--- src/rtl/cache_pkg.sv ---
// Shared cache read-path definitions: geometry constants, payload typedefs
// and the way-select result record that the LRU update logic also consumes.
package cache_pkg;

   localparam int LINE_SIZE_BYTES = 16;
   localparam int WORD_BYTES      = 4;
   localparam int WAYS            = 4;

   localparam int LINE_W = LINE_SIZE_BYTES * 8;
   localparam int WORD_W = WORD_BYTES * 8;
   localparam int WPL    = LINE_SIZE_BYTES / WORD_BYTES;
   localparam int OFF_W  = (WPL > 1) ? $clog2(WPL) : 1;
   localparam int WAY_W  = (WAYS > 1) ? $clog2(WAYS) : 1;

   typedef logic [LINE_W-1:0] line_t;
   typedef logic [WORD_W-1:0] word_t;
   typedef logic [WAY_W-1:0]  way_idx_t;
   typedef logic [OFF_W-1:0]  off_t;

   typedef struct packed {
      line_t    line;
      word_t    word;
      logic     hit;
      way_idx_t way;
      logic     multi_hit;
   } result_t;

endpackage

--- src/rtl/way_prio_encoder.sv ---
// Lowest-index-wins priority encoder for the per-way hit vector.
// The multi-hit flag is only computed when WAY_SELECT_MULTIHIT_CHK_EN is
// defined; otherwise it is tied low and no popcount logic exists.
module way_prio_encoder #(
   parameter int WAYS  = 4,
   parameter int IDX_W = (WAYS > 1) ? $clog2(WAYS) : 1
) (
   input  logic [WAYS-1:0]  i_sel,
   output logic             o_any,
   output logic [IDX_W-1:0] o_idx,
   output logic             o_multi
);

   assign o_any = |i_sel;

   // Walk from the top way down so the lowest set bit is the last writer.
   always_comb begin
      o_idx = '0;
      for (int i = WAYS - 1; i >= 0; i--) begin
         if (i_sel[i]) begin
            o_idx = IDX_W'(i);
         end
      end
   end

`ifdef WAY_SELECT_MULTIHIT_CHK_EN
   // Count hits; more than one means the tag array holds duplicate tags.
   always_comb begin
      int w_count;
      w_count = 0;
      for (int i = 0; i < WAYS; i++) begin
         w_count = w_count + int'(i_sel[i]);
      end
      o_multi = (w_count > 1);
   end
`else
   assign o_multi = 1'b0;
`endif

endmodule

--- src/rtl/way_select_pipe.sv ---
// Registered way-select stage of the set-associative cache read path.
// Picks the hitting way's line, extracts the addressed word and presents the
// result behind a valid/ready handshake with an output register + skid entry.
// Optional macro WAY_SELECT_MULTIHIT_CHK_EN: registers a multi-hit flag with
// each result and adds a simulation check against accepted multi-hits.
module way_select_pipe
   import cache_pkg::*;
(
   input  logic              i_clk,
   input  logic              i_rst_n,
   input  logic              i_valid,
   output logic              o_ready,
   input  logic [LINE_W-1:0] i_data [WAYS],
   input  logic [WAYS-1:0]   i_sel,
   input  logic [OFF_W-1:0]  i_offset,
   output logic              o_valid,
   input  logic              i_ready,
   output logic [LINE_W-1:0] o_line,
   output logic [WORD_W-1:0] o_word,
   output logic              o_hit,
   output logic [WAY_W-1:0]  o_way,
   output logic              o_multi_hit
);

   logic     w_any;
   way_idx_t w_idx;
   logic     w_multi;
   line_t    w_line;
   word_t    w_word;
   result_t  w_next;
   logic     w_push;
   logic     w_pop;

   result_t  r_out;
   result_t  r_skid;
   logic     r_outValid;
   logic     r_skidFull;

   way_prio_encoder #(
      .WAYS  (WAYS),
      .IDX_W (WAY_W)
   ) u_prioEnc (
      .i_sel   (i_sel),
      .o_any   (w_any),
      .o_idx   (w_idx),
      .o_multi (w_multi)
   );

   // A miss returns an all-zero line rather than whatever way 0 holds.
   always_comb begin
      w_line = '0;
      if (w_any) begin
         w_line = i_data[w_idx];
      end
   end

   generate
      if (WPL > 1) begin : g_offsetSel
         assign w_word = w_line[i_offset*WORD_W +: WORD_W];
      end else begin : g_singleWord
         assign w_word = w_line[WORD_W-1:0];
      end
   endgenerate

   assign w_next.line      = w_line;
   assign w_next.word      = w_word;
   assign w_next.hit       = w_any;
   assign w_next.way       = w_idx;
   assign w_next.multi_hit = w_multi;

   assign o_ready = !r_skidFull;
   assign w_push  = i_valid && o_ready;
   assign w_pop   = r_outValid && i_ready;

   // Output register refills from the skid first, then from a new push; a
   // push that arrives while the output is held parks in the skid entry.
   always_ff @(posedge i_clk or negedge i_rst_n) begin
      if (!i_rst_n) begin
         r_out      <= '0;
         r_skid     <= '0;
         r_outValid <= 1'b0;
         r_skidFull <= 1'b0;
      end else if (!r_outValid || w_pop) begin
         if (r_skidFull) begin
            r_out      <= r_skid;
            r_outValid <= 1'b1;
            r_skidFull <= 1'b0;
         end else if (w_push) begin
            r_out      <= w_next;
            r_outValid <= 1'b1;
         end else begin
            r_outValid <= 1'b0;
         end
      end else if (w_push) begin
         r_skid     <= w_next;
         r_skidFull <= 1'b1;
      end
   end

   assign o_valid     = r_outValid;
   assign o_line      = r_out.line;
   assign o_word      = r_out.word;
   assign o_hit       = r_out.hit;
   assign o_way       = r_out.way;
   assign o_multi_hit = r_out.multi_hit;

`ifdef WAY_SELECT_MULTIHIT_CHK_EN
`ifndef SYNTHESIS
   a_noMultiHit : assert property (@(posedge i_clk) disable iff (!i_rst_n)
                                   w_push |-> !w_multi)
      else $warning("way_select_pipe: multi-way hit accepted, sel=%b", i_sel);
`endif
`endif

endmodule

--- config.mk ---
export PLATFORM = sky130hd
export DESIGN_NAME = way_select_pipe
export DESIGN_NICKNAME = d
export VERILOG_FILES = /design/src/rtl/cache_pkg.sv /design/src/rtl/way_prio_encoder.sv /design/src/rtl/way_select_pipe.sv
export SDC_FILE = /design/constraint.sdc
export NUM_CORES = 1
export LEC_CHECK = 0
export ABC_AREA = 1
export BUFFER_PORTS_ARGS = -buffer_cell sky130_fd_sc_hd__buf_2
export CAP_MARGIN = 20
export CORE_MARGIN = 2
export CORE_UTILIZATION = 30
export DETAILED_ROUTE_END_ITERATION = 10
export GPL_TIMING_DRIVEN = 0
export PLACE_DENSITY_LB_ADDON = 0.3
export SYNTH_ARGS = -nofsm -noshare
export SYNTH_HDL_FRONTEND = slang
export SYNTH_SLANG_ARGS = --single-unit
export TNS_END_PERCENT = 50
--- constraint.sdc ---
create_clock -name i_clk -period 2.85 [get_ports i_clk]
set_input_delay 0.57 -clock i_clk [delete_from_list [all_inputs] [get_ports i_clk]]
set_output_delay 0.57 -clock i_clk [all_outputs]
set_load 0.01 [all_outputs]
==> flow_summary.toml <==
[sta]
setup_viol_count_final = 2
fmax_mhz = 343
rsz0062_at_grt = "false"
transition_time_at_the_pin_with_the_least_slew_margin_ps = 971
timing.final.hold_violations = 0
timing.max_slew.rel_slack_pct = 35.3
drv_slew = 0
final.setup_skew_ps = 30.4
final.period_utilization_pct = 102
setup_slack_ps = -66.2
fin_crit_ps = 2920

[worst_setup_path]
crit_path_end_kind = "register"
arrival_ps = 3360
crit_fanout = 10
r2r-start = "r_skidFull"
critPathKind = "input port to register"
worstPathRequired_ps = 3290
worst_setup_start_kind = "input port"
timing.reg2reg.setup_slack_ps = 160
r2r.worst_path.cells = 8
worstReg2RegEnd = "o_line[36]"

[synthesis]
synth_seq_cells = 328
synth_edf_count = 0
synth_largest_area_cell = "sky130_fd_sc_hd__dfrtp_1"
synth-seq-area-share_pct = 37.8
ranking_of_synthesized_cells_by_area = "sky130_fd_sc_hd__dfrtp_1, sky130_fd_sc_hd__nand3_1, sky130_fd_sc_hd__nand2_1"
synth.lib_cells_used.distinct = 22
post_syn_area_per_cell_um2 = 6.49
synth_cells = 3347
synth_most_common_cell = "sky130_fd_sc_hd__nand2_1"
postSynth.topFlopCell = "sky130_fd_sc_hd__dfrtp_1"
synth_top_cell_area_share_pct = 37.8
syn-num-nets = 3869
ys_async_sr_fraction_pct = 100
yosysWarningCount = 0
netlist_area_mm2 = 0.0217
ys_top_cells_by_count = "sky130_fd_sc_hd__nand2_1, sky130_fd_sc_hd__nand3_1, sky130_fd_sc_hd__inv_1, sky130_fd_sc_hd__dfrtp_1, sky130_fd_sc_hd__a21oi_1"

[power_and_ir_drop]
total_power_mw = 17.7
power-per-cell-area_mw_per_mm2 = 638
power.leakage_nw = 15.8
vdd_ir_drop_max_uv = 349

[cts]
clock_tree.buffer_depth = 3
clk_pin_slew_ps = 60
cts-hold-fix-buffers = 0
cts_buffer_count = 37
worstSkewPairLatency_ps = 570
clock_tree_from_tritoncts = "built"
cts-htree-levels = 2
cts-root-buf = "sky130_fd_sc_hd__clkbuf_16"
tritoncts_num_sinks = 328

[final_layout]
final_nets = 4597
drive_gt1_share_pct = 22.2
final_area_mm2 = 0.0277
final_cells = 5054
area_growth_pct = 27.6
antenna-diode-count = 0

[place]
place.port_buffers = 685
place.detailed.hpwl_um = 100000
gpl.final_weighted_congestion = 0.996
placedCellCount = 4986
postPlaceCellArea_mm2 = 0.0264

[global_route]
met1_usage_pct = 40.0
grt_most_used_layer = "met2"
global_route_wire_length_before_repair_um = 174000
grt_use_total_pct = 32.2
met2_track_demand_over_resource_pct = 55.9
grt.overflow.total = 0
first_global_vias = 25300
global_route_met3_usage_pct = 4.65
grt_antenna_before_repair = 10
grt_max_degree = 118

[floorplanning]
std_cell_rows = 98
design.die.area_mm2 = 0.0746
die_height_um = 273
floorplan.initialDensity_pct = 30.3
io_pins = 688
die-width_um = 273
core_area_mm2 = 0.0716

[run_status]
failed_checks = "setup timing"
status = "finished, violations left"

[job]
drv.max_cap_violation_count = 0

[detailed_routing]
antenna_violating_nets_post_route = 0
avgRoutedWirePerCell_um = 24.5
detailroute.via_count = 26300
detailedRoute.firstPassIterationCount = 6
drt_iter0_drc = 2725
totalWireLength_um = 124000
drt-vias-per-instance = 5.20
drt_drc_violations_left = 0

[hold_path]
min_delay_path_class = "input port to asynchronous set/reset pin"
[timing repair]
item / 4_1_cts / 5_1_grt
setup buffers: 0 / 0
pin swaps: 0 / 0
gates resized for setup: 1 / 3
setup endpoints to repair: 2 / 1
[per-stage QoR]
stage | hold WS [ps] | TNS (ps) | utilization [%] | setup WS (ps)
finish | 83.5 | -106 | 38.7 | -66.2
global route | 159 | 0 | 38.7 | 9.30
CTS | 110 | 0 | 38.7 | 40.6
detailed placement | 461 | -12400 | 36.9 | -531
global placement | 462 | -1809950 | 36.8 | -5520
floorplan | 274 | 0 | - | 1060
[cell families (layout without fill, tap and decap cells)]
logic type / count (synthesis) / in the layout / synth area share (%)
simple gates: 2003 / 2003 / 41.3
compound gates: 307 / 307 / 7.09
flops: 328 / 328 / 37.8
other cells: 1 / 1 / 0.0173
buf+inv: 708 / 1465 / 13.8
[cell type report]
| type | count | area (µm²) |
|---|---|---|
| fillers | 7993 | 43900 |
| multi-input cells | 2311 | 10500 |
| flip-flops and latches | 328 | 8210 |
| repair buffers | 690 | 3530 |
| inverters | 428 | 1610 |
| plain buffers | 279 | 1390 |
| well taps | 950 | 1190 |
| clock buffers | 51 | 1050 |
| clock inverters | 17 | 219 |
[per-layer routing]
metal | wire, µm | vias to the layer above
met5 | 24 | -
met4 | 5710 | 4
met3 | 9290 | 225
met2 | 59700 | 1369
met1 | 49400 | 12500
li1 | - | 12200
[critical path: stages]
cell	delay, ps
sky130_fd_sc_hd__buf_2	100
sky130_fd_sc_hd__inv_1	60
sky130_fd_sc_hd__nand2_2	70
sky130_fd_sc_hd__nand2_4	90
sky130_fd_sc_hd__buf_2	480
sky130_fd_sc_hd__buf_2	440
sky130_fd_sc_hd__nand3_1	120
sky130_fd_sc_hd__nand3_1	330
sky130_fd_sc_hd__nand2_1	380
sky130_fd_sc_hd__nand3_1	190
sky130_fd_sc_hd__nand3_1	80
sky130_fd_sc_hd__nand2_1	140
sky130_fd_sc_hd__nand2_1	70
sky130_fd_sc_hd__nand2_1	130
sky130_fd_sc_hd__nand2_1	70
[registers in the layout, summed over array words and instances (netlist names)]
register    flops
o_valid         1
o_word         32
r_skidFull      1
r_skid        163
o_way           2
o_line        128
o_hit           1
[power breakdown]
part	total, mW	internal (mW)	switching, mW
Clock	5.10	2.97	2.13
Sequential	6.65	5.92	0.733
Combinational	5.91	1.94	3.98
Total	17.7	10.8	6.84
[layout by cell type, fill, tap and decap left out, types with 8 or more instances in the layout]
| master | count |
|---|---|
| sky130_fd_sc_hd__nand2_1 | 856 |
| sky130_fd_sc_hd__nand3_1 | 848 |
| sky130_fd_sc_hd__buf_2 | 786 |
| sky130_fd_sc_hd__inv_1 | 420 |
| sky130_fd_sc_hd__dfrtp_1 | 328 |
| sky130_fd_sc_hd__a21oi_1 | 266 |
| sky130_fd_sc_hd__nor2_1 | 196 |
| sky130_fd_sc_hd__clkbuf_1 | 106 |
| sky130_fd_sc_hd__nand3b_1 | 97 |
| sky130_fd_sc_hd__clkbuf_16 | 37 |
| sky130_fd_sc_hd__buf_1 | 33 |
| sky130_fd_sc_hd__o21ai_1 | 32 |
| sky130_fd_sc_hd__buf_4 | 30 |
| sky130_fd_sc_hd__buf_6 | 14 |
| sky130_fd_sc_hd__o21ai_0 | 8 |
[how the worst max path moves through the flow]
stage / startpoint / to / slack (ps) / cells after the start
floorplan: i_sel[3] / o_word[21] / 1060 / 11
global placement: i_rst_n / o_line[22] / -5520 / 1
detailed placement: i_sel[2] / o_word[16] / -530 / 15
CTS: i_sel[2] / o_word[16] / 40 / 15
global route: i_sel[2] / o_word[16] / 9 / 15
finish: i_sel[2] / o_word[16] / -70 / 15
No activity file was read; power rests on OpenSTA's default activity.
